==> config.mk <==
export PLATFORM = sky130hd
export DESIGN_NAME = dm_sba_axil_master
export DESIGN_NICKNAME = d
export VERILOG_FILES = /design/src/rtl/dm_axil_pkg.sv /design/src/rtl/dm_sba_axil_master.sv
export SDC_FILE = /design/constraint.sdc
export NUM_CORES = 1
export LEC_CHECK = 0
export ABC_CLOCK_PERIOD_IN_PS = 2000
export BUFFER_PORTS_ARGS = -buffer_cell sky130_fd_sc_hd__buf_2
export CAP_MARGIN = 25
export CELL_PAD_IN_SITES_DETAIL_PLACEMENT = 1
export CELL_PAD_IN_SITES_GLOBAL_PLACEMENT = 1
export CORE_MARGIN = 2
export CORE_UTILIZATION = 34
export CTS_CLUSTER_DIAMETER = 200
export DETAILED_ROUTE_END_ITERATION = 8
export PLACE_DENSITY = 0.77
export SLEW_MARGIN = 25
export SYNTH_ARGS = -nofsm -noshare
export SYNTH_HDL_FRONTEND = slang
export SYNTH_SLANG_ARGS = --single-unit
==> constraint.sdc <==
create_clock -name clk_i -period 2 [get_ports clk_i]
set_input_delay 0.2 -clock clk_i [delete_from_list [all_inputs] [get_ports clk_i]]
set_output_delay 0.2 -clock clk_i [all_outputs]
set_load 0.02 [all_outputs]
==> src/rtl/dm_axil_pkg.sv <==
// Shared types for the debug-module SBA to AXI4-Lite bridge.
package dm_axil_pkg;

    localparam int AxiLiteDataWidth = 32;

    typedef enum logic [1:0] {
        OKAY   = 2'b00,
        EXOKAY = 2'b01,
        SLVERR = 2'b10,
        DECERR = 2'b11
    } axil_resp_e;

    typedef enum logic [2:0] {
        IDLE,
        WR_REQ,
        WR_RESP,
        RD_REQ,
        RD_RESP,
        RESP
    } sba_axil_state_e;

    // SLVERR and DECERR both map to a bus error on the debug side.
    function automatic logic resp_is_err(input logic [1:0] resp);
        return (resp == SLVERR) || (resp == DECERR);
    endfunction

endpackage

==> src/rtl/dm_sba_axil_master.sv <==
// Single-outstanding AXI4-Lite master behind the debug module's SBA host port.
// One AXI transaction per grant, one r_valid_o pulse per transaction.
module dm_sba_axil_master
    import dm_axil_pkg::*;
#(
    parameter int          BusWidth = AxiLiteDataWidth,
    parameter logic [2:0]  AxProt   = 3'b010
) (
    input  logic                  clk_i,
    input  logic                  rst_ni,

    input  logic                  req_i,
    input  logic [BusWidth-1:0]   add_i,
    input  logic                  we_i,
    input  logic [BusWidth-1:0]   wdata_i,
    input  logic [BusWidth/8-1:0] be_i,
    output logic                  gnt_o,
    output logic                  r_valid_o,
    output logic [BusWidth-1:0]   r_rdata_o,
    output logic                  r_err_o,

    output logic [BusWidth-1:0]   m_axi_awaddr,
    output logic [2:0]            m_axi_awprot,
    output logic                  m_axi_awvalid,
    input  logic                  m_axi_awready,

    output logic [BusWidth-1:0]   m_axi_wdata,
    output logic [BusWidth/8-1:0] m_axi_wstrb,
    output logic                  m_axi_wvalid,
    input  logic                  m_axi_wready,

    input  logic [1:0]            m_axi_bresp,
    input  logic                  m_axi_bvalid,
    output logic                  m_axi_bready,

    output logic [BusWidth-1:0]   m_axi_araddr,
    output logic [2:0]            m_axi_arprot,
    output logic                  m_axi_arvalid,
    input  logic                  m_axi_arready,

    input  logic [BusWidth-1:0]   m_axi_rdata,
    input  logic [1:0]            m_axi_rresp,
    input  logic                  m_axi_rvalid,
    output logic                  m_axi_rready
);

    sba_axil_state_e       state;
    logic [BusWidth-1:0]   add_q;
    logic [BusWidth-1:0]   wdata_q;
    logic [BusWidth/8-1:0] be_q;
    logic                  aw_done;
    logic                  w_done;
    logic                  aw_fin;
    logic                  w_fin;

    assign aw_fin = aw_done | (m_axi_awvalid & m_axi_awready);
    assign w_fin  = w_done  | (m_axi_wvalid  & m_axi_wready);

    // The pulse cycle lands back in IDLE; holding off the grant there keeps
    // the response and the next acceptance in separate cycles.
    assign gnt_o = req_i && (state == IDLE) && !r_valid_o;

    assign m_axi_awaddr = add_q;
    assign m_axi_araddr = add_q;
    assign m_axi_wdata  = wdata_q;
    assign m_axi_wstrb  = be_q;
    assign m_axi_awprot = AxProt;
    assign m_axi_arprot = AxProt;

    always_ff @(posedge clk_i or negedge rst_ni) begin
        if (!rst_ni) begin
            state         <= IDLE;
            add_q         <= '0;
            wdata_q       <= '0;
            be_q          <= '0;
            aw_done       <= 1'b0;
            w_done        <= 1'b0;
            m_axi_awvalid <= 1'b0;
            m_axi_wvalid  <= 1'b0;
            m_axi_bready  <= 1'b0;
            m_axi_arvalid <= 1'b0;
            m_axi_rready  <= 1'b0;
            r_valid_o     <= 1'b0;
            r_rdata_o     <= '0;
            r_err_o       <= 1'b0;
        end else begin
            r_valid_o <= 1'b0;
            case (state)
                IDLE: begin
                    if (gnt_o) begin
                        add_q   <= add_i;
                        wdata_q <= wdata_i;
                        be_q    <= be_i;
                        aw_done <= 1'b0;
                        w_done  <= 1'b0;
                        if (we_i) begin
                            m_axi_awvalid <= 1'b1;
                            m_axi_wvalid  <= 1'b1;
                            state         <= WR_REQ;
                        end else begin
                            m_axi_arvalid <= 1'b1;
                            state         <= RD_REQ;
                        end
                    end
                end
                // AW and W retire independently, in either order.
                WR_REQ: begin
                    if (m_axi_awvalid && m_axi_awready) begin
                        m_axi_awvalid <= 1'b0;
                        aw_done       <= 1'b1;
                    end
                    if (m_axi_wvalid && m_axi_wready) begin
                        m_axi_wvalid <= 1'b0;
                        w_done       <= 1'b1;
                    end
                    if (aw_fin && w_fin) begin
                        m_axi_bready <= 1'b1;
                        state        <= WR_RESP;
                    end
                end
                WR_RESP: begin
                    if (m_axi_bvalid) begin
                        m_axi_bready <= 1'b0;
                        r_rdata_o    <= '0;
                        r_err_o      <= resp_is_err(m_axi_bresp);
                        state        <= RESP;
                    end
                end
                RD_REQ: begin
                    if (m_axi_arready) begin
                        m_axi_arvalid <= 1'b0;
                        m_axi_rready  <= 1'b1;
                        state         <= RD_RESP;
                    end
                end
                RD_RESP: begin
                    if (m_axi_rvalid) begin
                        m_axi_rready <= 1'b0;
                        r_rdata_o    <= m_axi_rdata;
                        r_err_o      <= resp_is_err(m_axi_rresp);
                        state        <= RESP;
                    end
                end
                RESP: begin
                    r_valid_o <= 1'b1;
                    state     <= IDLE;
                end
                default: state <= IDLE;
            endcase
        end
    end

endmodule

==> impl_metrics.csv <==
group,metric,value,unit
run_status,status,"finished, final reports clean",
sta,rsz0062_at_grt,"no",
synthesis,ys_top_cells_by_count,"dfrtp_1 (112), mux2_2 (58), buf_4 (39), nand2_1 (36)",
critical_path,reg2reg_slack,240,ps
synthesis,synth-async-reset-ratio,1.00,
cts,clock-sinks,112,
power_and_ir_drop,p_leak,3.22,nW
grt,grt_start_max_net_pins,46,
sta,fin_skew,5.96,ps
sta,setup_tns,0,ps
route,routed_wl,12.4,mm
critical_path,worst_path_max_delay_cell,"dfrtp_1",
floorplan,die_h,124,µm
route,wl_per_cell,15.8,µm
critical_path,crit_family,"buffers and inverters",
synthesis,ys_top_cells_by_area,"dfrtp_1 (57%), mux2_2 (13%), mux2i_1 (6.7%)",
synthesis,synthesis.area,0.00491,mm²
critical_path,cp.required,1800,ps
sta,whs,57.6,ps
synthesis,yosysWarnings,0,
final_layout,layout-drive-gt1-share,0.568,
synthesis,synth_edf_count,0,
synthesis,syn_avg_cell_area,13.0,µm²
flow_run,drv_cap,0,
route,drtIter0Drc,122,
critical_path,path_buf_inv,3,
route,drc,0,
place,port_buffers,250,
grt,grt.overflow.total,0,
place,dp_cells,772,
critical_path,cp-start-kind,"flop",
critical_path,crit_path_end_kind,"output pin",
cts,cts_max_level,3,
sta,min_period,1880,ps
power_and_ir_drop,ir_drop,0.739,mV
route,ant_nets,0,
final_layout,n_antenna_cell,0,
floorplan,die_w,124,µm
place,gp_congestion,0.756,
final_layout,final_cells,789,
route,first_pass_iters,4,
sta,hold_viol_final,0,
sta,fmax,532,MHz
sta,period_share,0.939,
critical_path,cp.arrival,1680,ps
power_and_ir_drop,seqPwrFrac,0.349,
critical_path,crit_fanout,18,
synthesis,yosysTopAreaCell,"dfrtp_1",
synthesis,synth-seq-cells,112,
critical_path,max_stage_delay,440,ps
power_and_ir_drop,switching_share,0.436,
cts,cts_buffers,9,
grt,grt_pass1_vias,3766,
cts,cts_tree,"built",
cts,clockRootBuffer,"clkbuf_16",
grt,grt_pass1_wl,19.1,mm
final_layout,fin_util,0.459,
critical_path,setup.worst_path.class,"flop to output pin",
synthesis,synth_cell_types,35,
sta,slew_viol_final,0,
synthesis,synthCells,377,
grt,grtUsageTotal,0.162,
cts,cts.path.max_buffers,2,
power_and_ir_drop,total_power,11.7,mW
power_and_ir_drop,power_switching,5.11,mW
final_layout,fin_nets,717,
cts,insertion_delay,350,ps
floorplan,start_util,0.351,
sta,setup_violations,0,
synthesis,ys.flop_type,"dfrtp_1",
floorplan,rows,43,
synthesis,synth_top_area_frac,0.571,
power_and_ir_drop,combinationalPowerShare,0.501,
power_and_ir_drop,p_clk_frac,0.150,
grt,antenna_found_initial,0,
cts,postCtsSetupBuffers,0,
cts,cts.clk_slew.worst_paths,80,ps
floorplan,fp.coreArea,0.0140,mm²
critical_path,crit_chain,"nor2_4 -> nand3b_2 -> inv_6 -> buf_12 -> buf_2",
worst_hold_path,hp-class,"input port to flop",
power_and_ir_drop,internal_power,6.61,mW
route,vias,3575,
synthesis,seq_area_frac_synth,0.571,
route,avgViaCountPerCell,4.53,
synthesis,yosysMostFrequentCell,"dfrtp_1",
floorplan,die-area,0.0154,mm²
place,hpwl,9.67,mm
power_and_ir_drop,power_density,1820,mW/mm²
final_layout,syn_to_final_growth,30.9,%
floorplan,ios,259,
## power groups by stage
stage                     Clock, mW  Combinational (mW)  Sequential, mW
final                          1.76                5.88            4.09
after global routing           1.94                6.32            4.26
after CTS                      1.83                5.98            4.11
after detailed placement          0                5.96            4.13
after global placement            0                5.79            4.04
after floorplan                   0                2.94            5.43
## kinds of logic (layout without fill, tap and decap cells)
| family | count (synthesis) | count (layout) | share of synthesized area |
|---|---|---|---|
| flip-flops | 112 | 112 | 0.571 |
| multiplexers | 103 | 103 | 0.228 |
| buffers and inverters | 88 | 316 | 0.114 |
| AND/OR/NAND/NOR | 52 | 52 | 0.0558 |
| AO/OA/AOI/OAI | 20 | 20 | 0.0298 |
| other | 2 | 6 | 0.00153 |
## stage by stage
stage	setup WS [ps]	area [µm²]
after global placement	308	6120
after global routing	15.0	6430
after detailed placement	248	6120
after floorplan	452	4920
after CTS	15.9	6420
final	121	6430
## routing by layer
metal  vias to the layer above  part of all wire  GRT usage
met5                         -                 0          0
met4                         0             0.021     0.0723
met3                        16             0.066     0.0394
met2                       133              0.52      0.276
met1                      1768              0.39      0.193
li1                       1658                 -          -
## cell usage in the layout, fill, tap and decap left out, drive strengths merged, types with 2 or more instances in the layout
master,n
a21o,2
o2bb2ai,2
buf,265
nor3b,3
conb,6
nand2b,3
clkinv,4
mux2,70
nand2,36
nand3b,3
mux2i,33
dfrtp,112
nor2,3
clkbuf,9
a21oi,2
o21ai,3
a31oi,5
inv,37
## repair_timing
action,4_1_cts,5_1_grt
setup endpoints to repair,0,1
gates resized for setup,0,2
endpoints found under the hold margin,23,0
hold buffers,1,0
## flip-flops by register name, summed over array words and instances, names as in the netlist, 3 cells and up
signal / cells
m_axi_araddr: 32
m_axi_wdata: 32
m_axi_wstrb: 4
r_rdata_o: 32
state: 3
## layout make-up
class                   count  area, µm²
inverters                  34        133
multi-input cells         181       1560
repair buffers            266       1410
clock inverters             7       63.8
well taps                 180        225
flip-flops and latches    112       2800
clock buffers               9        225
fillers                  1537       7560
## worst register-to-register path, cell delays in order (launching register included)
cell and delay [ps]:
dfrtp_1 440, buf_4 200, nand3b_1 210, a21oi_4 200, buf_4 350, mux2i_1 270
## worst paths after layout
path | end | startpoint | cells after the start
max | gnt_o | state[1] | 5
min | m_axi_araddr[2] | add_i[2] | 2
max reg2reg | r_rdata_o[21] | state[1] | 5
min reg2reg | m_axi_wdata[28] | m_axi_wdata[28] | 1
max in group asynchronous | m_axi_rready | rst_ni | 3
min in group asynchronous | r_rdata_o[22] | rst_ni | 2
Note: power is estimated with default switching activity, not from simulation.
